<file path="src/rtl/period_meter.sv">
// Measures the period of a slow asynchronous square wave in Clk cycles.
// Optional duty measurement (HighTime) is built only when PERIOD_METER_DUTY_EN is defined.
module period_meter #(
  parameter int CntWidth   = 27,
  parameter int TimeoutVal = 100000000
) (
  input  logic                Clk,
  input  logic                Reset,
  input  logic                SigIn,
  output logic [CntWidth-1:0] Period,
  output logic [CntWidth-1:0] HighTime,
  output logic                Valid,
  output logic                Timeout,
  output logic                Measuring
);

  localparam logic [CntWidth-1:0] TIMEOUT_CNT = CntWidth'(TimeoutVal);

  typedef enum logic {
    IDLE = 1'b0,
    MEAS = 1'b1
  } state_t;

  state_t state;
  state_t state_nxt;

  logic s1;
  logic s2;
  logic s3;
  logic rise;

  logic start;
  logic capture;
  logic expire;

  logic [CntWidth-1:0] cnt;

  // s1/s2 form the metastability synchroniser; s3 is the edge-detect history.
  always_ff @(posedge Clk) begin
    if (Reset) begin
      s1 <= 1'b0;
      s2 <= 1'b0;
      s3 <= 1'b0;
    end else begin
      s1 <= SigIn;
      s2 <= s1;
      s3 <= s2;
    end
  end

  assign rise = s2 & ~s3;

  always_ff @(posedge Clk) begin
    if (Reset) begin
      state <= IDLE;
    end else begin
      state <= state_nxt;
    end
  end

  always_comb begin
    state_nxt = state;
    case (state)
      IDLE: begin
        if (rise) begin
          state_nxt = MEAS;
        end
      end
      MEAS: begin
        if (!rise && (cnt == TIMEOUT_CNT)) begin
          state_nxt = IDLE;
        end
      end
      default: state_nxt = IDLE;
    endcase
  end

  // A rise always beats the timeout compare, so an edge landing exactly on
  // TimeoutVal still yields a valid measurement.
  always_comb begin
    start     = 1'b0;
    capture   = 1'b0;
    expire    = 1'b0;
    Measuring = 1'b0;
    case (state)
      IDLE: begin
        start = rise;
      end
      MEAS: begin
        Measuring = 1'b1;
        if (rise) begin
          capture = 1'b1;
        end else if (cnt == TIMEOUT_CNT) begin
          expire = 1'b1;
        end
      end
      default: begin
        start = 1'b0;
      end
    endcase
  end

  // Valid is a one-cycle strobe with no back-pressure: the consumer must take
  // Period/HighTime in the cycle Valid is high; they hold until the next strobe.
  always_ff @(posedge Clk) begin
    if (Reset) begin
      cnt     <= '0;
      Period  <= '0;
      Valid   <= 1'b0;
      Timeout <= 1'b0;
    end else begin
      Valid <= capture;
      if (start) begin
        cnt <= CntWidth'(1);
      end else if (capture) begin
        Period  <= cnt;
        Timeout <= 1'b0;
        cnt     <= CntWidth'(1);
      end else if (expire) begin
        Timeout <= 1'b1;
        cnt     <= '0;
      end else if (state == MEAS) begin
        cnt <= cnt + CntWidth'(1);
      end
    end
  end

`ifdef PERIOD_METER_DUTY_EN
  logic [CntWidth-1:0] hi_cnt;
  logic [CntWidth-1:0] high_q;

  always_ff @(posedge Clk) begin
    if (Reset) begin
      hi_cnt <= '0;
      high_q <= '0;
    end else begin
      if (start) begin
        hi_cnt <= CntWidth'(1);
      end else if (capture) begin
        high_q <= hi_cnt;
        hi_cnt <= CntWidth'(1);
      end else if (expire) begin
        hi_cnt <= '0;
      end else if (state == MEAS) begin
        hi_cnt <= hi_cnt + CntWidth'(s2);
      end
    end
  end

  assign HighTime = high_q;
`else
  assign HighTime = '0;
`endif

endmodule
</file>
<file path="config.mk">
export PLATFORM = sky130hd
export DESIGN_NAME = period_meter
export DESIGN_NICKNAME = d
export VERILOG_FILES = /design/src/rtl/period_meter.sv
export SDC_FILE = /design/constraint.sdc
export NUM_CORES = 1
export LEC_CHECK = 0
export CELL_PAD_IN_SITES_DETAIL_PLACEMENT = 1
export CELL_PAD_IN_SITES_GLOBAL_PLACEMENT = 2
export CORE_MARGIN = 2
export CORE_UTILIZATION = 31
export DETAILED_ROUTE_END_ITERATION = 8
export GPL_TIMING_DRIVEN = 0
export PLACE_DENSITY_LB_ADDON = 0.1
export SYNTH_ARGS = -nofsm -noshare
export SYNTH_HDL_FRONTEND = slang
export SYNTH_SLANG_ARGS = --single-unit
export TNS_END_PERCENT = 10
</file>
<file path="constraint.sdc">
create_clock -name Clk -period 3 [get_ports Clk]
set_input_delay 0.9 -clock Clk [delete_from_list [all_inputs] [get_ports Clk]]
set_output_delay 0.9 -clock Clk [all_outputs]
set_load 0.02 [all_outputs]
</file>
# ---- Word-level counts from Yosys, hierarchy flattened
# Index checks and enable logic that the tools add are counted.
dict set report totals {
  output_inout_bits 57
  n_memories 0
  in_bits 3
  ram_bits 0
  latchBits 0
  mem_bits_ro 0
  word_cells 37
  regBits 60
}
dict set report op_classes {
  n_mul 0
  n_lt_le_gt_ge 0
  eq_ne 1
  n_addsub 1
  n_reduce_logical 7
  shift 0
  div 0
  n_bitwise 4
  mux 15
}
# op n
set ops {}
lappend ops {{adder 27 x 1 -> 27 bit, second input constant} 1}
lappend ops {{== test 27 bit, second input constant} 1}
lappend ops {{two-way mux 1 bit} 14}
lappend ops {{AND reduction 2 bit} 2}
lappend ops {{nonzero test 4 bit} 1}
lappend ops {{OR reduction 4 bit} 1}
lappend ops {{NOT 1 bit} 3}
lappend ops {{case mux 1 bit (2 select lines)} 1}
lappend ops {{nonzero test 2 bit} 1}
lappend ops {{bitwise AND 1 bit} 1}
lappend ops {{logical AND 1 bit} 1}
lappend ops {{logical NOT 1 bit} 1}

# ---- Logic depth before layout (Yosys ltp)
# Gate-level depths: netlist of the first run.
dict set report logic_depth {
  word_depth 7
  depth_mapped 8
  ltp_nobuf 7
}

# ---- Least setup slack after synthesis of the first run
# No wires, ideal clock.
dict set report synth_timing {
  path_type {register to register}
  startpoint {register cnt[0]}
  endpoint {register cnt[10]}
  setup_ns 0.115
  arrival_time_ns 1.671
  path_buffers 1
  period_less_slack_ns 1.785
  path_slack_ns 1.215
  path_stages_with_launch 9
  required_time_ns 2.885
  cell_sequence {dfxtp_1 -> inv_1 -> ha_1 -> nor4b_1 -> nand4_1 -> nor4_2 -> a21o_1 -> buf_4 -> nor2_1}
}
dict set report synth_via {
  elab_chain_cells 5
  elab_cells_between_ends 6
  cone_classes {add/sub (1); eq/ne (1); mux (3); reduce/logical (1)}
}
# element line
set synth_lines {}
lappend synth_lines {{from (decl)} 36} ;# logic [CntWidth-1:0] cnt;
lappend synth_lines {{from (signal assigned)} 114} ;# cnt <= CntWidth'(1);
lappend synth_lines {{from (signal assigned)} 118} ;# cnt <= CntWidth'(1);
lappend synth_lines {{from (signal assigned)} 123} ;# cnt <= cnt + CntWidth'(1);
lappend synth_lines {{branches (longest 5 deep; another with adder 27 x 1 -> 27 bit)} n/a}
# Several ways; the timed one is not identified.
# A chain may end at the register's enable or synchronous reset.

# ---- Worst setup path after layout of the first run
dict set report layout_timing {
  startpoint {register cnt[0]}
  endpoint {register cnt[19]}
}
# Same word-level chain as after synthesis.

==> metrics.txt, run 1 <==
VDD IR-drop max between 200 and 300 uV; Sw Ratio 0.244; CTS tree done; # Post-CTS Setup Buffers 0; Layout Utilization 0.399; internal power between 1000 and 1500 uW; Initial Utilization 0.313; most common cell after layout, fill and taps aside nand2_1; fmax roughly 430 MHz; most frequent cells in the layout nand2_1, dfxtp_1, nor2_1; multiplexer share of the synthesized area 0; crit path launch type flip-flop; FF+latch count, synth 60; Period minus WS final 2.34 ns; total wire length 6330 um; CP arrival 2.58 ns; clk sinks 60; Top FF cell, synth dfxtp_1; clk_lat worst skew 0.34 ns; Rel. slew slack 0.590; share of cells above drive strength 1 0.138; Synth async-reset ratio 0; DRT antenna net count 0; Yosys cell types 38; first-pass GRT wire length 11400 um; post_cts resized 0; DR iter-0 viols 38; largest family of logic cells by synthesized area simple AND/OR/NAND/NOR gates; Slew Viols, Final 0; clock share of power 0.430; drt drc 0; row cnt 34; Worst Setup Path Type flip-flop to flip-flop; RSZ-0062 raised after global routing false; max cap viols 0; Post-synth EDFFs 0; clk slew on worst S/H paths 0.07 ns; Post-Syn Area 2690 um^2; GR Overflow Total 0; vias in the first global route 2311; sequential group share of total power 0.507; Port Buffers 31; DP HPWL 4720 um; Tot GR Track Use 0.148; worst-path maximum fanout 10; die area ~9500 um^2; outcome complete, no violations; num ports 60; Pwr Density 463 nW/um^2; Worst Setup End Kind flip-flop; final setup TNS 0 ns; H-tree Lvls 3; nets 399; worst-margin pin slew 0.610 ns; simple-gate share of the synthesized area 0.283; worst min path class flip-flop to flip-flop; Vias 2256; # diodes 0; Final Skew 0.00568 ns; sequential element share of the synthesized area 0.446; gp weighted congestion 0.781; largest net degree at the start of global routing 11; Sw Pwr 386 uW; post-synthesis compound-gate area fraction 0.0776; routed len/inst 12.5 um; Core Region 8590 um^2; final hold vios 0; Max Root-Sink Buffers 2; required time of the critical path 3.23 ns; Setup violations, final 0; area grow syn2layout 27.1%; Die X 97.2 um; Clock Tree Root clkbuf_8; Synth Area in XOR/XNOR 0.0715; Pleak 0.00125 uW; initial antenna violation count 0; Pre-Repair DR Iteration Count 4; Synth Area per Inst about 8.3 um^2; Post-Syn Instances about 330; hold-fix buffers at CTS 0; height of the die around 97 um; vias per cell 4.45; Yosys Warn Count 0; final period utilization 0.781; cts bufs inserted 9; Adder-Cell Fraction of Synth Area 0.00929; Logic pwr share 0.063
cell usage after synthesis (4+ instances only):
master / n / area, um^2
buf_4: 30 / 225
nand2_1: 69 / 259
dfxtp_1: 60 / 1200
a21oi_1: 29 / 145
nand4_1: 12 / 75.1
xor2_1: 11 / 96.3
xnor2_1: 11 / 96.3
nor4_1: 4 / 25.0
inv_1: 6 / 22.5
nand3_1: 10 / 50.1
clkbuf_1: 11 / 41.3
nor2_1: 35 / 131
nor2b_1: 4 / 25.0
per-stage QoR:
step | area, um^2 | hold WS (ns) | worst slack, ns | power [uW] | instances
2_1_floorplan | 2790 | 0.414 | 1.21 | 905 | 352
3_5_place_dp | 3240 | 0.432 | 0.664 | 921 | 491
5_1_grt | 3420 | 0.476 | 0.491 | 1670 | 507
4_1_cts | 3420 | 0.448 | 0.638 | 1620 | 507
6_report | 3420 | 0.442 | 0.656 | 1590 | 507
3_3_place_gp | 3240 | 0.415 | 0.622 | 921 | 491
path summary, 6_finish.rpt:
path	to	start	cells after the start	slack [ns]
worst min register to register	s2	s1	1	0.44
worst max-delay path	cnt[19]	cnt[0]	8	0.66
worst max register to register	cnt[19]	cnt[0]	8	0.66
worst min-delay path	s2	s1	1	0.44
per-layer routing:
layer,vias to the layer above,track usage,part of all wire
li1,1168,-,-
met1,1043,0.194,0.48
met2,37,0.226,0.46
met3,8,0.0554,0.045
met4,0,0.0491,0.017
met5,-,0,0
logic make-up (layout without fill, tap and decap cells):
group | count (synthesis) | in the layout
simple gates | 154 | 154
flops | 60 | 60
buf+inv | 49 | 96
compound gates | 38 | 38
xor+xnor | 22 | 22
fa+ha+maj | 2 | 2
other cells | 1 | 27
worst max-delay path: stages (launching register included):
cell	delay, ns
dfxtp_1	0.35
inv_1	0.10
ha_1	0.20
nor4b_1	0.26
nand4_1	0.19
nor4_2	0.55
a21o_1	0.31
buf_4	0.22
nor2_1	0.06
power groups by stage:
stage | Clock (uW) | Combinational, uW | Sequential (uW)
global placement | 0 | 98.9 | 822
detailed placement | 0 | 99.3 | 822
CTS | 712 | 99.5 | 804
global route | 753 | 110 | 804
finish | 682 | 99.5 | 804
floorplan | 0 | 82.9 | 822
sequential cells by signal, indices dropped and copies added (netlist names):
register and cells:
Timeout 1, Valid 1, s2 1, s3 1
cnt 27, state 1, s1 1, Period 27
area by class of cell:
type	instances	area, um^2
tap	108	135
multi-input combinational	243	1290
clock buffer	12	165
timing repair buffer	31	310
sequential	60	1200
clock inverter	4	22.5
inverter	6	22.5
buffer	43	277
fill	1066	5170
No activity file was read; power rests on OpenSTA's default activity.
==> run 2, diff against run 1 <==
Settings changed: CORE_UTILIZATION 31 to 26.
Clock period 3 ns to 1.9 ns, I/O delays scaled along.
==> metrics.txt, run 2 (synthesis gave the netlist of run 1 again) <==
nets 410 (was 399); metal3 WL 228 um (was 282 um); GR Overflow Total 0 (unchanged); Vias 2308 (was 2256); row cnt 37 (was 34); internal power 2090 uW (was 1200 uW); clk sinks 60 (unchanged); initial antenna violation count 0 (unchanged); Setup violations, final 0 (unchanged); area grow syn2layout 38.3% (was 27.1%); Initial Utilization 0.264 (was 0.313); Logic pwr share 0.067 (was 0.063); gp weighted congestion 0.744 (was 0.781); Max Root-Sink Buffers 2 (unchanged); most common cell after layout, fill and taps aside nand2_1 (unchanged); Sw Pwr 633 uW (was 386 uW); placed insts 519 (was 491); first-pass GRT wire length 11500 um (was 11400 um); die area 11200 um^2 (was 9450 um^2); Pwr Density 730 nW/um^2 (was 463 nW/um^2); Period minus WS final 1.86 ns; Final Instance Count excl. Fillers 546 (was 507); Sw Ratio 0.233 (was 0.244); Top Layer Used met4 (unchanged); required time of the critical path 1.33 ns (was 3.23 ns); total wire length 6980 um (was 6330 um); CP Cell Sequence clkdlybuf4s50_1 (was inv_1 > ha_1 > nor4b_1 > nand4_1 > nor4_2 > a21o_1 > buf_4 > nor2_1); hold-fix buffers at CTS 0 (unchanged); sequential group share of total power 0.467 (was 0.507); Clock Tree Root clkbuf_8 (unchanged); Slew Viols, Final 0 (unchanged); Largest regs Period (27), cnt (27) (unchanged); max cap viols 0 (unchanged); Fill cells 1248 (was 1066); clock share of power 0.465 (was 0.430); Rel. slew slack 0.614 (was 0.590); cts bufs inserted 9 (unchanged); Worst Setup Path Type flip-flop to output pin (was flip-flop to flip-flop); Worst Hold Launch s1 (unchanged); fmax 537 MHz; CP arrival 1.29 ns (was 2.58 ns); H-tree Lvls 3 (unchanged); crit path launch type flip-flop (unchanged); Core Region 10200 um^2 (was 8590 um^2); RSZ-0062 raised after global routing true (was false); Port Buffers 31 (unchanged); Tot GR Track Use 0.128 (was 0.148); CTS tree done (unchanged); met2 wire len 3170 um (was 2900 um); CP Launch Point Period[23] (was cnt[0]); routed len/inst 12.8 um (was 12.5 um); worst-margin pin slew 0.578 ns (was 0.610 ns); Slowest cell on crit path clkdlybuf4s50_1 (was nor4_2); Pleak 0.00145 uW (was 0.00125 uW); vias in the first global route 2288 (was 2311); worst min path class flip-flop to flip-flop (unchanged); drt drc 0 (unchanged); critical path's largest stage delay 0.61 ns (was 0.55 ns); Worst Path Buf+Inv 1 (was 2); height of the die 106 um (was 97.2 um); FF-to-FF Start cnt[2] (was cnt[0]); VDD IR-drop max 255 uV (was 272 uV); outcome complete, no violations (unchanged); clk_lat worst skew 0.34 ns (about the same); Worst Setup End Kind output pin (was flip-flop); largest net degree at the start of global routing 11 (unchanged); clk slew on worst S/H paths 0.07 ns (about the same); WHS 0.450 ns (was 0.442 ns); vias per cell 4.23 (was 4.45); most frequent cells in the layout nand2_1, dfxtp_1, buf_4 (was nand2_1, dfxtp_1, nor2_1); Final Skew 0.00791 ns (was 0.00568 ns); num ports 60 (unchanged); DRT antenna net count 0 (unchanged); worst-path maximum fanout 2 (was 10); final hold vios 0 (unchanged); Die X 106 um (was 97.2 um); Crit path max-delay family buffers and inverters (was simple AND/OR/NAND/NOR gates); # diodes 0 (unchanged); DP HPWL 4960 um (was 4720 um); total power 2720 uW (was 1590 uW); DRT met1 WL 3480 um (was 3040 um); share of cells above drive strength 1 0.217 (was 0.138); final period utilization 0.980; Pre-Repair DR Iteration Count 4 (unchanged); DR iter-0 viols 37 (was 38)
-- run 2: cell types whose count changed in the layout (fill, tap and decap cells not counted), sizes merged --
cell           change
clkdlybuf4s50      -4
clkinv             -2
bufinv             +1
dlymetal6s2s       +3
dlygate4sd2        +1
buf               +12
-- run 2: layer usage --
layer / GRT usage / vias to the layer above
li1: - / 1186
met1: 0.171 / 1073
met2: 0.206 / 39
met3: 0.0260 / 10
met4: 0.0451 / 0
met5: 0 / -
-- run 2: timing repair --
action	4_1_cts	5_1_grt
gates resized for setup	15	36
endpoints found under the setup margin	47	42
gates cloned	0	2
pin swaps	4	9
setup buffers	7	4
-- run 2: final timing paths --
check,end,slack [ns],cells past startpoint
setup reg to reg,cnt[23],0.07,7
setup / recovery,Period[23],0.04,1
hold / removal,s2,0.45,1
hold reg to reg,s2,0.45,1
-- run 2: final cells by class --
| class | instances | area (um^2) | area share |
|---|---|---|---|
| multi-input cells | 243 | 1380 | 0.371 |
| plain buffers | 42 | 299 | 0.0803 |
| clock buffers | 13 | 179 | 0.0480 |
| well taps | 136 | 170 | 0.0457 |
| clock inverters | 3 | 42.5 | 0.0114 |
| flip-flops and latches | 60 | 1210 | 0.325 |
| repair buffers | 43 | 414 | 0.111 |
| inverters | 6 | 25.0 | 0.00672 |
-- run 2: metrics by stage --
step | area, um^2 | utilization | setup slack [ns] | setup TNS, ns
after floorplan | 2790 | - | 0.115 | 0
after global placement | 3270 | 0.321 | -0.523 | -11.97
final | 3720 | 0.366 | 0.0376 | 0
after CTS | 3610 | 0.354 | -0.0177 | -0.0198
after detailed placement | 3270 | 0.321 | -0.495 | -11.88
after global routing | 3720 | 0.366 | -0.0574 | -0.283
-- run 2: power by group through the flow --
stage	logic, uW	clock network, uW	registers, uW
6_report	183	1270	1270
5_1_grt	199	1370	1270
4_1_cts	168	1310	1270
3_5_place_dp	158	0	1300
3_3_place_gp	157	0	1300
2_1_floorplan	131	0	1300
==> run 3, diff against run 2 <==
--- a/config.mk
+++ b/config.mk
@@ -8,5 +8,5 @@
 export CELL_PAD_IN_SITES_DETAIL_PLACEMENT = 1
 export CELL_PAD_IN_SITES_GLOBAL_PLACEMENT = 2
-export CORE_MARGIN = 2
+export CORE_MARGIN = 3
 export CORE_UTILIZATION = 26
 export DETAILED_ROUTE_END_ITERATION = 8
==> constraint.sdc (replaced) <==
create_clock -name Clk -period 1.9 [get_ports Clk]
set_input_delay 0.57 -clock Clk [delete_from_list [all_inputs] [get_ports Clk]]
set_output_delay 0.57 -clock Clk [all_outputs]
set_load 0.01 [all_outputs]
==> metrics.txt, run 3 (synthesis gave the netlist of run 1 again) <==
Layout Utilization 0.373 (was 0.366); Pleak 0.00136 uW (was 0.00145 uW); CP arrival 2.10 ns (was 1.29 ns); VDD IR-drop max 359 uV (was 255 uV); Sw Pwr 587 uW (was 633 uW); required time of the critical path 2.13 ns (was 1.33 ns); nets 409 (was 410); most frequent cells in the layout nand2_1, dfxtp_1, buf_4 (unchanged); hold-critical path depth 1 (unchanged); Worst R2R Path Depth 9 (was 7); routed len/inst 12.8 um (about the same); height of the die 108 um (was 106 um); Die X 108 um (was 106 um); RSZ-0062 raised after global routing true (unchanged); Fill cells 1225 (was 1248); vias in the first global route 2186 (was 2288); WHS Endpoint s2 (unchanged); fmax 535 MHz (was 537 MHz); drt drc 0 (unchanged); FF-to-FF Start cnt[0] (was cnt[2]); worst min path class flip-flop to flip-flop (unchanged); clk slew on worst S/H paths 0.07 ns (about the same); Port Buffers 31 (unchanged); num ports 60 (unchanged); hold-fix buffers at CTS 0 (unchanged); clk sinks 60 (unchanged); r2r endpoint cnt[6] (was cnt[23]); row cnt 36 (was 37); crit path launch type flip-flop (unchanged); DRT antenna net count 0 (unchanged); Pwr Density 774 nW/um^2 (was 730 nW/um^2); post-placement cell area 3270 um^2 (about the same); total wire length 6920 um (was 6980 um); max cap viols 0 (unchanged); Slew Viols, Final 0 (unchanged); outcome complete, no violations (unchanged); Sw Ratio 0.205 (was 0.233); clock share of power 0.504 (was 0.465); initial antenna violation count 0 (unchanged); gp weighted congestion 0.745 (was 0.744); first-pass GRT wire length 11000 um (was 11500 um); Final Skew 0.00435 ns (was 0.00791 ns); sequential group share of total power 0.444 (was 0.467); Logic pwr share 0.052 (was 0.067); most common cell after layout, fill and taps aside nand2_1 (unchanged); GR Overflow Total 0 (unchanged); largest net degree at the start of global routing 11 (unchanged); Initial Utilization 0.272 (was 0.264); Worst Setup End Kind flip-flop (was output pin); area grow syn2layout 37.1% (was 38.3%); Rel. slew slack 0.614 (about the same); Clock Tree Root clkbuf_8 (unchanged); Pre-Repair DR Iteration Count 4 (unchanged); share of cells above drive strength 1 0.203 (was 0.217); final hold vios 0 (unchanged); r2r setup slk 0.03 ns (was 0.07 ns); # diodes 0 (unchanged); DR iter-0 viols 76 (was 37); internal power 2270 uW (was 2090 uW); Design Area, Final 3690 um^2 (was 3720 um^2); Max Root-Sink Buffers 2 (unchanged); H-tree Lvls 3 (unchanged); clk_lat worst skew 0.34 ns (about the same); die area 11600 um^2 (was 11200 um^2); cts bufs inserted 9 (unchanged); Tot GR Track Use 0.119 (was 0.128); vias per cell 4.23 (about the same); Core Region 9910 um^2 (was 10200 um^2); Largest regs Period (27), cnt (27) (unchanged); Worst Hold Launch s1 (unchanged); DP HPWL 4940 um (was 4960 um); Setup violations, final 0 (unchanged); CTS tree done (unchanged); worst-margin pin slew 0.579 ns (was 0.578 ns); Vias 2295 (was 2308); Worst Setup Path Type flip-flop to flip-flop (was flip-flop to output pin); worst-path maximum fanout 5 (was 2); final period utilization 0.984 (was 0.980); Period minus WS final 1.87 ns (was 1.86 ns)
-- run 3: cell types whose count changed in the layout (fill, tap and decap cells not counted), sizes merged --
cell / change
clkdlybuf4s50: +4
clkbuf: -3
dlymetal6s2s: -3
bufinv: +2
buf: +1
clkinvlp: -1
dlygate4sd2: -1
-- run 3: layout make-up --
class                           count  area [um^2]  share of cell area
Clock inverter                      4         95.1              0.0257
Buffer                             42          289              0.0783
Multi-Input combinational cell    243         1360               0.369
Tap cell                          133          166              0.0451
Inverter                            6         22.5             0.00610
Timing Repair Buffer               42          397               0.107
Sequential cell                    60         1210               0.327
Clock buffer                       12          155              0.0420
-- run 3: how the worst max path moves through the flow --
stage / from / endpoint / slack [ns] / depth (start not counted)
6_report: cnt[0] / cnt[6] / 0.03 / 9
5_1_grt: cnt[0] / cnt[14] / -0.09 / 9
4_1_cts: cnt[0] / cnt[24] / -0.03 / 7
3_5_place_dp: cnt[0] / cnt[12] / -0.46 / 8
3_3_place_gp: cnt[0] / cnt[13] / -0.50 / 8
2_1_floorplan: cnt[0] / cnt[25] / 0.11 / 8
-- run 3: power groups by stage --
stage                     Combinational, uW  Clock, uW  Sequential (uW)
final                                   148       1440             1270
after global routing                    164       1550             1270
after CTS                               139       1480             1270
after detailed placement                132          0             1300
after global placement                  132          0             1300
after floorplan                         106          0             1300
-- run 3: routing by layer --
metal	global-route usage	vias to the layer above	wire, um
met2	0.193	45	3280
li1	-	1179	-
met5	0	-	0
met4	0.0298	0	63
met1	0.152	1063	3260
met3	0.0402	8	319
-- run 3: metrics by stage --
step           TNS, ns  worst slack [ns]  cells  total power (uW)  hold slack, ns
2_1_floorplan        0             0.115    352              1400           0.414
3_3_place_gp    -11.36            -0.497    516              1430           0.416
3_5_place_dp    -10.80            -0.456    516              1430           0.432
4_1_cts        -0.0270           -0.0270    538              2890           0.448
5_1_grt          -1.74           -0.0875    542              2980           0.467
6_report             0            0.0300    542              2860           0.443
-- run 3: worst max-delay path, cell delays in order (launching register included) --
cell     delay (ns)
dfxtp_2        0.35
inv_1          0.08
ha_2           0.19
nor4b_2        0.19
nand4_1        0.18
buf_4          0.19
nor4_4         0.18
a21o_4         0.22
buf_4          0.14
nor2_1         0.04
-- run 3: timing repair --
action	in CTS	in global routing
buffers inserted	6	3
pin swaps	5	4
gates cloned	0	2
resized for setup	13	21
setup endpoints to repair	45	41
